===== config.mk =====
export PLATFORM = sky130hd
export DESIGN_NAME = dmem_lsu
export DESIGN_NICKNAME = d
export VERILOG_FILES = /design/src/rtl/dmem_lsu.sv
export SDC_FILE = /design/constraint.sdc
export NUM_CORES = 1
export LEC_CHECK = 0
export CAP_MARGIN = 40
export CORE_ASPECT_RATIO = 1.4
export CORE_UTILIZATION = 44
export CTS_CLUSTER_SIZE = 30
export DETAILED_ROUTE_END_ITERATION = 10
export PLACE_DENSITY = 0.81
export SLEW_MARGIN = 10
export SYNTH_ARGS = -nofsm -noshare
export SYNTH_HDL_FRONTEND = slang
export SYNTH_SLANG_ARGS = --single-unit

===== constraint.sdc =====
create_clock -name clk -period 2.19 [get_ports clk]
set_input_delay 0.438 -clock clk [delete_from_list [all_inputs] [get_ports clk]]
set_output_delay 0.438 -clock clk [all_outputs]
set_load 0.01 [all_outputs]

===== src/rtl/dmem_lsu.sv =====
// RV32I load/store unit: one request at a time to a data memory with a registered read port.
// Latency: error 1 cycle, store 2 cycles, load 3 cycles from acceptance to resp_valid.
// Backpressure: req_ready only in IDLE; the core holds req_valid until accepted.
// Optional feature: define LSU_MISALIGN_CHECK_EN to reject misaligned H/W accesses.
module dmem_lsu #(
    parameter int MMIO_BIT = 20
) (
    input  logic        clk,
    input  logic        rst,
    input  logic        req_valid,
    output logic        req_ready,
    input  logic        req_store,
    input  logic [2:0]  req_funct3,
    input  logic [31:0] req_addr,
    input  logic [31:0] req_wdata,
    output logic        resp_valid,
    output logic [31:0] resp_rdata,
    output logic        resp_err,
    output logic        mem_rd,
    output logic [3:0]  mem_we,
    output logic [31:0] mem_addr,
    output logic [31:0] mem_wdata,
    input  logic [31:0] mem_rdata
);

    typedef enum logic [1:0] {IDLE, ISSUE, CAPTURE, RESP} state_t;

    state_t      state;
    logic        store_q;
    logic [2:0]  f3_q;
    logic [1:0]  off_q;

    logic        f3_ok;
    logic        mmio_bad;
    logic        misalign;
    logic        req_err;
    logic [3:0]  we_nxt;
    logic [31:0] wdata_nxt;
    logic [7:0]  ld_byte;
    logic [15:0] ld_half;
    logic [31:0] load_fmt;

    assign req_ready = (state == IDLE);

    // Request legality: funct3 per direction, IO region word-only stores, optional alignment.
    always_comb begin
        f3_ok = 1'b0;
        case (req_funct3)
            3'b000, 3'b001, 3'b010: f3_ok = 1'b1;
            3'b100, 3'b101:         f3_ok = !req_store;
            default:                f3_ok = 1'b0;
        endcase
        mmio_bad = req_store && (req_funct3 != 3'b010) && req_addr[MMIO_BIT];
`ifdef LSU_MISALIGN_CHECK_EN
        misalign = ((req_funct3[1:0] == 2'b01) && req_addr[0]) ||
                   ((req_funct3[1:0] == 2'b10) && (req_addr[1:0] != 2'b00));
`else
        misalign = 1'b0;
`endif
        req_err = !f3_ok || mmio_bad || misalign;
    end

    // Store lane enables and replicated data; offending low bits are simply ignored.
    always_comb begin
        we_nxt    = 4'b0000;
        wdata_nxt = req_wdata;
        case (req_funct3[1:0])
            2'b00: begin
                we_nxt    = 4'b0001 << req_addr[1:0];
                wdata_nxt = {4{req_wdata[7:0]}};
            end
            2'b01: begin
                we_nxt    = 4'b0011 << {req_addr[1], 1'b0};
                wdata_nxt = {2{req_wdata[15:0]}};
            end
            default: begin
                we_nxt    = 4'b1111;
                wdata_nxt = req_wdata;
            end
        endcase
    end

    // Load data extraction: pick lane by latched offset, extend by funct3[2].
    always_comb begin
        ld_byte  = mem_rdata[{off_q, 3'b000} +: 8];
        ld_half  = off_q[1] ? mem_rdata[31:16] : mem_rdata[15:0];
        load_fmt = mem_rdata;
        case (f3_q[1:0])
            2'b00:   load_fmt = f3_q[2] ? {24'h0, ld_byte} : {{24{ld_byte[7]}}, ld_byte};
            2'b01:   load_fmt = f3_q[2] ? {16'h0, ld_half} : {{16{ld_half[15]}}, ld_half};
            default: load_fmt = mem_rdata;
        endcase
    end

    // Transaction FSM with registered memory strobes and response.
    always_ff @(posedge clk or negedge rst) begin
        if (!rst) begin
            state      <= IDLE;
            store_q    <= 1'b0;
            f3_q       <= 3'b000;
            off_q      <= 2'b00;
            resp_valid <= 1'b0;
            resp_err   <= 1'b0;
            resp_rdata <= 32'h0;
            mem_rd     <= 1'b0;
            mem_we     <= 4'b0000;
            mem_addr   <= 32'h0;
            mem_wdata  <= 32'h0;
        end else begin
            case (state)
                IDLE: begin
                    if (req_valid) begin
                        store_q    <= req_store;
                        f3_q       <= req_funct3;
                        off_q      <= req_addr[1:0];
                        resp_err   <= req_err;
                        resp_rdata <= 32'h0;
                        if (req_err) begin
                            resp_valid <= 1'b1;
                            state      <= RESP;
                        end else begin
                            mem_addr <= {req_addr[31:2], 2'b00};
                            if (req_store) begin
                                mem_we    <= we_nxt;
                                mem_wdata <= wdata_nxt;
                            end else begin
                                mem_rd <= 1'b1;
                            end
                            state <= ISSUE;
                        end
                    end
                end
                ISSUE: begin
                    mem_rd <= 1'b0;
                    mem_we <= 4'b0000;
                    if (store_q) begin
                        resp_valid <= 1'b1;
                        state      <= RESP;
                    end else begin
                        state <= CAPTURE;
                    end
                end
                CAPTURE: begin
                    resp_rdata <= load_fmt;
                    resp_valid <= 1'b1;
                    state      <= RESP;
                end
                default: begin
                    resp_valid <= 1'b0;
                    state      <= IDLE;
                end
            endcase
        end
    end

endmodule


==> metrics.csv, run 1 <==
stage,metric,value,unit
status,status,"complete, no violations",
global_route,GRT Total Usage,24.0,%
critical_path,r2r endpoint,mem_wdata[18],
critical_path,reg2reg start,state[1],
critical_path,CP max-delay cell,dfrtp_1,
global_route,largest net degree at the start of global routing,47,
logic_synthesis,Post-synth top cells,"109 x dfrtp_1, 42 x nand2_1, 42 x o21ai_0, 40 x mux2_2, 40 x mux2i_1",
power_and_ir_drop,Tot Pwr,10.1,mW
power_and_ir_drop,pwr dens,1290,nW/µm²
power_and_ir_drop,leak pwr,3.36,nW
detailed_routing,DRT iter0 DRCs,161,
critical_path,Critical Path End Type,register,
cts,Max clock buf depth,2,
timing,final hold viol count,0,
logic_synthesis,post-synthesis adder-cell area fraction,1.21,%
cts,Clock Tree Root,clkbuf_16,
global_route,number of global-route vias before repair,4416,
logic_synthesis,xor/xnor share of the synthesized area,0,%
timing,relative slew slack,66.3,%
timing,# setup viols final,0,
detailed_routing,Remaining DRCs,0,
critical_path,WP buf/inv,3,
die,Die X,93.4,µm
die,Core ar.,11300,µm²
cells_and_area,area grow syn2layout,51.4,%
detailed_routing,vias per cell,5.44,
critical_path,worst-path maximum fanout,46,
hold_path,HP Class,in -> async,
timing,RSZ-0062 raised after global routing,no,
logic_synthesis,most frequent cell after synthesis,dfrtp_1,
cts,H-tree depth,3,
cells_and_area,filler cell count in the final layout,851,
cts,Worst-Skew Late Latency,0.34,ns
detailed_routing,Pre-Repair DR Iteration Count,4,
die,Cell Rows,46,
timing,max-slew violations,0,
logic_synthesis,"FFs w/ async S/R, synth",100,%
logic_synthesis,largest family of logic cells by synthesized area,compound AO/OA/AOI/OAI gates,
cts,hold_buf cts,0,
timing,final worst-path cycle share,89.2,%
logic_synthesis,Mapped Avg Cell Area,11.5,µm²
timing,Slew @ Worst Pin,0.504,ns
critical_path,cell chain of the critical path,"inv_1, ha_1, and2_1, o2111ai_4, buf_12, buf_4, o21ai_0",
logic_synthesis,"Distinct cells, synth",49,
critical_path,worst path arrival time,2.21,ns
timing,crit path time final,1.95,ns
logic_synthesis,register area share after synthesis,53.0,%
logic_synthesis,Post-Syn Area,5150,µm²
logic_synthesis,Synth area leaders,"dfrtp_1 53%, mux2_2 8.7%, mux2i_1 7.8%, o21ai_0 4.1%, nand2_1 3.1%",
logic_synthesis,Synth Area in Compound Gates,17.5,%
logic_synthesis,Synth top area share,53.0,%
logic_synthesis,number of synthesized flops with an enable pin,0,
critical_path,CP Class,reg -> reg,
critical_path,R2R Setup Slk,0.24,ns
cts,CTS tree,built,
die,DIE HEIGHT,130,µm
detailed_routing,routed via count,4397,
critical_path,CP startpoint,state[1],
critical_path,critical path data required time,2.44,ns
placement,GPL Wtd Cong,0.859,
cells_and_area,fin nets,767,
timing,setup ws final,0.236,ns
logic_synthesis,largest area contributor in the synthesized netlist,dfrtp_1,
cts,clk slew on worst S/H paths,0.07,ns
cells_and_area,# diodes,0,
cells_and_area,layout cells sized above 1,15.8,%
placement,HPWL Detailed,11200,µm
critical_path,Startpoint Class,register,
placement,IO buf count,204,
logic_synthesis,Synth Register Bits,109,
critical_path,Reg2Reg Depth,7,
logic_synthesis,Synth Warn #,0,
detailed_routing,Final ANT Viol Nets,0,
cts,Num Clock Sinks,109,
die,I/O pin cnt,207,
cts,Inserted Clock Buffers,9,
logic_synthesis,Syn Inst Count,448,
timing,Highest Clock Rate,512,MHz
placement,DP Worst Slack,-0.0623,ns
cells_and_area,"Core Util, Final",68.7,%
critical_path,top cell family by delay on the critical path,buffers and inverters,
logic_synthesis,post-synthesis mux area share,17.0,%
logic_synthesis,Simple-Gate Fraction of Synth Area,7.39,%
power_and_ir_drop,maximum vdd drop,0.000633,V
die,Die Footprint,12100,µm²
detailed_routing,Detailed Route WL,14400,µm
critical_path,"slowest stage delay, CP",0.42,ns
timing,Post-Route Setup TNS,0,ns
flow_run,maxcap violations,0,
global_route,first-pass GRT wire length,22400,µm
logic_synthesis,ys flop type,dfrtp_1,
global_route,GRT overflow,0,
die,Initial Util,45.4,%
detailed_routing,wire per inst,17.8,µm
global_route,initial antenna violation count,0,
timing,Post-Route Skew,0.00434,ns
==> routing by layer <==
metal | vias up | wire length, µm | GRT usage, %
met4 | 0 | 829 | 16.4
li1 | 2055 | - | -
met3 | 43 | 860 | 3.15
met2 | 167 | 7270 | 41.4
met5 | - | 0 | 0
met1 | 2132 | 5430 | 27.5
==> worst register-to-register path: stages, from the launching register on <==
cell	delay (ns)
dfrtp_1	0.42
inv_1	0.13
ha_1	0.23
and2_1	0.30
o2111ai_4	0.19
buf_12	0.21
buf_4	0.18
o21ai_0	0.19
==> worst max-delay path by stage <==
stage	endpoint	slack, ns	cells past startpoint
6_report	mem_wdata[18]	0.24	7
4_1_cts	req_ready	0.004	3
2_1_floorplan	mem_wdata[3]	0.20	8
3_3_place_gp	mem_addr[4]	-0.02	6
3_5_place_dp	mem_addr[4]	-0.06	6
5_1_grt	mem_wdata[18]	0.10	7
==> layout by cell type, fill, tap and decap left out, types with 3 or more instances in the layout <==
cell type / Yosys / routed
a21oi_1: 19 / 19
a221o_1: 6 / 6
a221o_2: 10 / 10
a22oi_1: 8 / 8
a2bb2oi_1: 8 / 8
a31oi_1: 8 / 8
buf_12: 0 / 6
buf_4: 3 / 24
clkbuf_16: 0 / 9
clkdlybuf4s50_1: 0 / 202
dfrtp_1: 109 / 109
ha_1: 5 / 5
inv_1: 6 / 6
mux2_2: 40 / 40
mux2i_1: 40 / 40
nand2_1: 42 / 42
nand2b_1: 8 / 8
nor2_1: 14 / 14
nor2b_1: 6 / 6
nor3_1: 3 / 3
o21ai_0: 42 / 41
o21ai_2: 2 / 3
o32ai_1: 7 / 7
==> state kept, by name, summed over array words and instances (netlist names) <==
| register | cells |
|---|---|
| off_q | 2 |
| mem_wdata | 32 |
| resp_rdata | 32 |
| f3_q | 3 |
| resp_valid | 1 |
| mem_rd | 1 |
| mem_addr | 30 |
| mem_we | 4 |
| resp_err | 1 |
| store_q | 1 |
| state | 2 |
==> metrics by stage <==
| stage | hold slack (ns) | cell area (µm²) | instances |
|---|---|---|---|
| 6_report | 0.0384 | 7790 | 808 |
| 3_3_place_gp | 0.411 | 7480 | 790 |
| 2_1_floorplan | 0.142 | 5150 | 449 |
| 3_5_place_dp | 0.417 | 7500 | 792 |
| 5_1_grt | 0.0635 | 7790 | 808 |
| 4_1_cts | 0.0437 | 7790 | 808 |
==> logic make-up (layout without fill, tap and decap cells) <==
family / Yosys count / after routing
compound gates: 127 / 127
simple gates: 83 / 83
buf+inv: 41 / 256
flops: 109 / 109
mux: 82 / 82
fa+ha+maj: 5 / 5
other cells: 1 / 2
==> layout make-up <==
class                           count  area (µm²)  share of cell area (%)
Clock buffer                       10         229                    2.94
Multi-Input combinational cell    299        2230                    28.7
Sequential cell                   109        2730                    35.0
Tap cell                          144         180                    2.31
Timing Repair Buffer              233        2330                    30.0
Clock inverter                      6        63.8                   0.819
Inverter                            7        26.3                   0.337
==> timing repair <==
action / in CTS / in global routing
buffers inserted: 0 / 0
resized for setup: 0 / 1
endpoints found under the setup margin: 0 / 1
==> power by group <==
group	internal, mW	leakage [nW]	switching (mW)
registers	2.89	1.37	0.554
clock network	0.886	0.138	0.732
logic	2.78	1.85	2.20
total	6.56	3.36	3.49
Note: power is estimated with default switching activity, not from simulation.
==> inputs of run 2 (changes only) <==
Settings changed: CORE_UTILIZATION 44 to 30, PLACE_DENSITY 0.81 to unset, SKIP_LAST_GASP set to 1.
==> metrics.csv, run 2 (same netlist as run 1, synthesis figures left out) <==
stage,metric,value,unit,change
cts,Inserted Clock Buffers,9,,unchanged
cts,Max clock buf depth,2,,unchanged
timing,Highest Clock Rate,516,MHz,+0.77%
timing,RSZ-0062 raised after global routing,no,,
detailed_routing,routed via count,4313,,-1.9%
cts,clk slew on worst S/H paths,0.08,ns,about the same
die,Die X,113,µm,+21%
cts,Num Clock Sinks,109,,unchanged
cells_and_area,Largest regs,"mem_wdata: 32 flops, resp_rdata: 32 flops, mem_addr: 30 flops",,
power_and_ir_drop,Pint,6.48,mW,-1.2%
global_route,GRT Total Usage,17.3,%,-6.6 points
cells_and_area,"Core Util, Final",47.0,%,-22 points
critical_path,Critical Path End Type,register,,
power_and_ir_drop,pwr dens,1270,nW/µm²,-1.3%
timing,relative slew slack,66.3,%,about the same
timing,final hold viol count,0,,unchanged
global_route,largest net degree at the start of global routing,47,,unchanged
cts,CTS tree,built,,
timing,Post-Route Skew,0.00870,ns,+0.00436 ns
placement,HPWL Detailed,11300,µm,+1.5%
power_and_ir_drop,maximum vdd drop,0.000502,V,-21%
detailed_routing,Pre-Repair DR Iteration Count,5,,+1
detailed_routing,wire per inst,17.2,µm,-3.3%
die,Initial Util,30.8,%,-15 points
critical_path,worst path arrival time,2.18,ns,-0.03 ns
critical_path,"slowest stage delay, CP",0.42,ns,about the same
timing,final worst hold slack,0.0182,ns,-0.0201 ns
detailed_routing,DRT iter0 DRCs,163,,+1.2%
hold_path,HP Class,in -> async,,
cts,Worst-Skew Late Latency,0.35,ns,about the same
power_and_ir_drop,leak pwr,3.37,nW,+0.23%
cells_and_area,layout cells sized above 1,15.8,%,+0.024 points
critical_path,CP max-delay cell,dfrtp_1,,
global_route,initial antenna violation count,0,,unchanged
global_route,first-pass GRT wire length,23800,µm,+6.0%
die,Core ar.,16700,µm²,+48%
global_route,GRT overflow,0,,unchanged
power_and_ir_drop,clock network power share,16.3,%,+0.2 points
critical_path,critical path data required time,2.43,ns,about the same
power_and_ir_drop,Tot Pwr,10.0,mW,-0.29%
detailed_routing,Detailed Route WL,14900,µm,+3.6%
timing,crit path time final,1.94,ns,-0.0149 ns
global_route,number of global-route vias before repair,4491,,+1.7%
critical_path,Startpoint Class,register,,
detailed_routing,Remaining DRCs,0,,unchanged
die,Cell Rows,56,,+22%
cts,Clock Tree Root,clkbuf_16,,
power_and_ir_drop,Flop pwr share,34.4,%,about the same
cells_and_area,"commonest non-fill, non-tap cell in the layout",clkdlybuf4s50_1,,
critical_path,worst-path maximum fanout,12,,-74%
timing,final worst-path cycle share,88.5,%,-0.68 points
die,Die Footprint,17700,µm²,+46%
die,DIE HEIGHT,157,µm,+21%
critical_path,CP Class,reg -> reg,,
flow_run,maxcap violations,0,,unchanged
detailed_routing,vias per cell,4.98,,-8.5%
cells_and_area,fin nets,766,,-0.13%
power_and_ir_drop,proportion of power drawn by combinational gates,49.3,%,-0.3 points
cells_and_area,most frequent cells in the layout,"202 x clkdlybuf4s50_1, 109 x dfrtp_1, 42 x nand2_1",,
die,I/O pin cnt,207,,unchanged
power_and_ir_drop,Switch Pwr,3.54,mW,+1.4%
placement,IO buf count,204,,unchanged
cts,hold_buf cts,0,,unchanged
timing,max-slew violations,0,,unchanged
power_and_ir_drop,net switching fraction of the power,35.3,%,+0.58 points
cells_and_area,area grow syn2layout,52.9,%,
timing,# setup viols final,0,,unchanged
detailed_routing,Final ANT Viol Nets,0,,unchanged
cells_and_area,# diodes,0,,unchanged
placement,GPL Wtd Cong,0.793,,-7.7%
status,status,"complete, no violations",,
timing,Slew @ Worst Pin,0.505,ns,+0.000711 ns
critical_path,cell chain of the critical path,"inv_1, ha_1, and2_1, o2111ai_4, buf_4, a211oi_1, nor3_1",,
cts,H-tree depth,3,,unchanged
-- run 2: cell count changes in the layout (fill, tap and decap cells not counted), moves of 2 or more --
cell,before,now
clkinv_4,1,4
buf_4,24,22
clkinvlp_4,2,0
clkinv_2,2,0
-- run 2: stage by stage --
stage               setup WS [ns]  setup TNS, ns  cells  instance area, µm²
floorplan                   0.198              0    449                5150
global placement          -0.0565         -0.757    848                7560
detailed placement        -0.0153        -0.0153    850                7580
CTS                        0.0238              0    866                7870
global route               0.0504              0    866                7880
finish                      0.251              0    866                7880
-- run 2: area by class of cell --
cell class                      instances  area [µm²]
Clock buffer                           10         239
Timing Repair Buffer                  232        2340
Sequential cell                       109        2730
Inverter                                7        26.3
Multi-Input combinational cell        299        2230
Fill cell                            1545        8870
Clock inverter                          6        55.1
Tap cell                              203         254
-- run 2: path summary, 6_finish.rpt --
check	cells past startpoint	to	startpoint	slack [ns]
max in group asynchronous	2	mem_addr[12]	rst	1.58
worst min-delay path	1	resp_rdata[24]	rst	0.02
worst max register to register	7	mem_we[2]	state[1]	0.25
min in group clk	2	mem_wdata[30]	mem_wdata[30]	0.48
worst min register to register	2	mem_wdata[30]	mem_wdata[30]	0.48
worst max-delay path	7	mem_we[2]	state[1]	0.25
-- run 2: power by group through the flow --
stage | logic [mW] | clock network [mW] | registers, mW
final | 4.94 | 1.63 | 3.45
after global routing | 5.38 | 1.77 | 3.59
after CTS | 5.01 | 1.69 | 3.47
after detailed placement | 4.99 | 0 | 3.50
after global placement | 4.91 | 0 | 3.45
after floorplan | 2.10 | 0 | 3.76
-- run 2: metal layers --
metal	wire, µm	global-route usage (%)
met3	920	4.93
met5	0	0
met1	5890	19.6
met4	286	6.35
met2	7820	30.9
-- run 2: timing repair --
action | in CTS | in global routing
resized for setup | 0 | 1
buffers inserted | 0 | 0
setup endpoints to repair | 0 | 1
-- run 2: critical path, delay by kind of cell, from the launching register on --
family	cells	cell delay, ns
AO/OA/AOI/OAI	2	0.47
flip-flops	1	0.42
AND/OR/NAND/NOR	2	0.36
buffers and inverters	2	0.36
adder cells (fa/ha/maj)	1	0.22
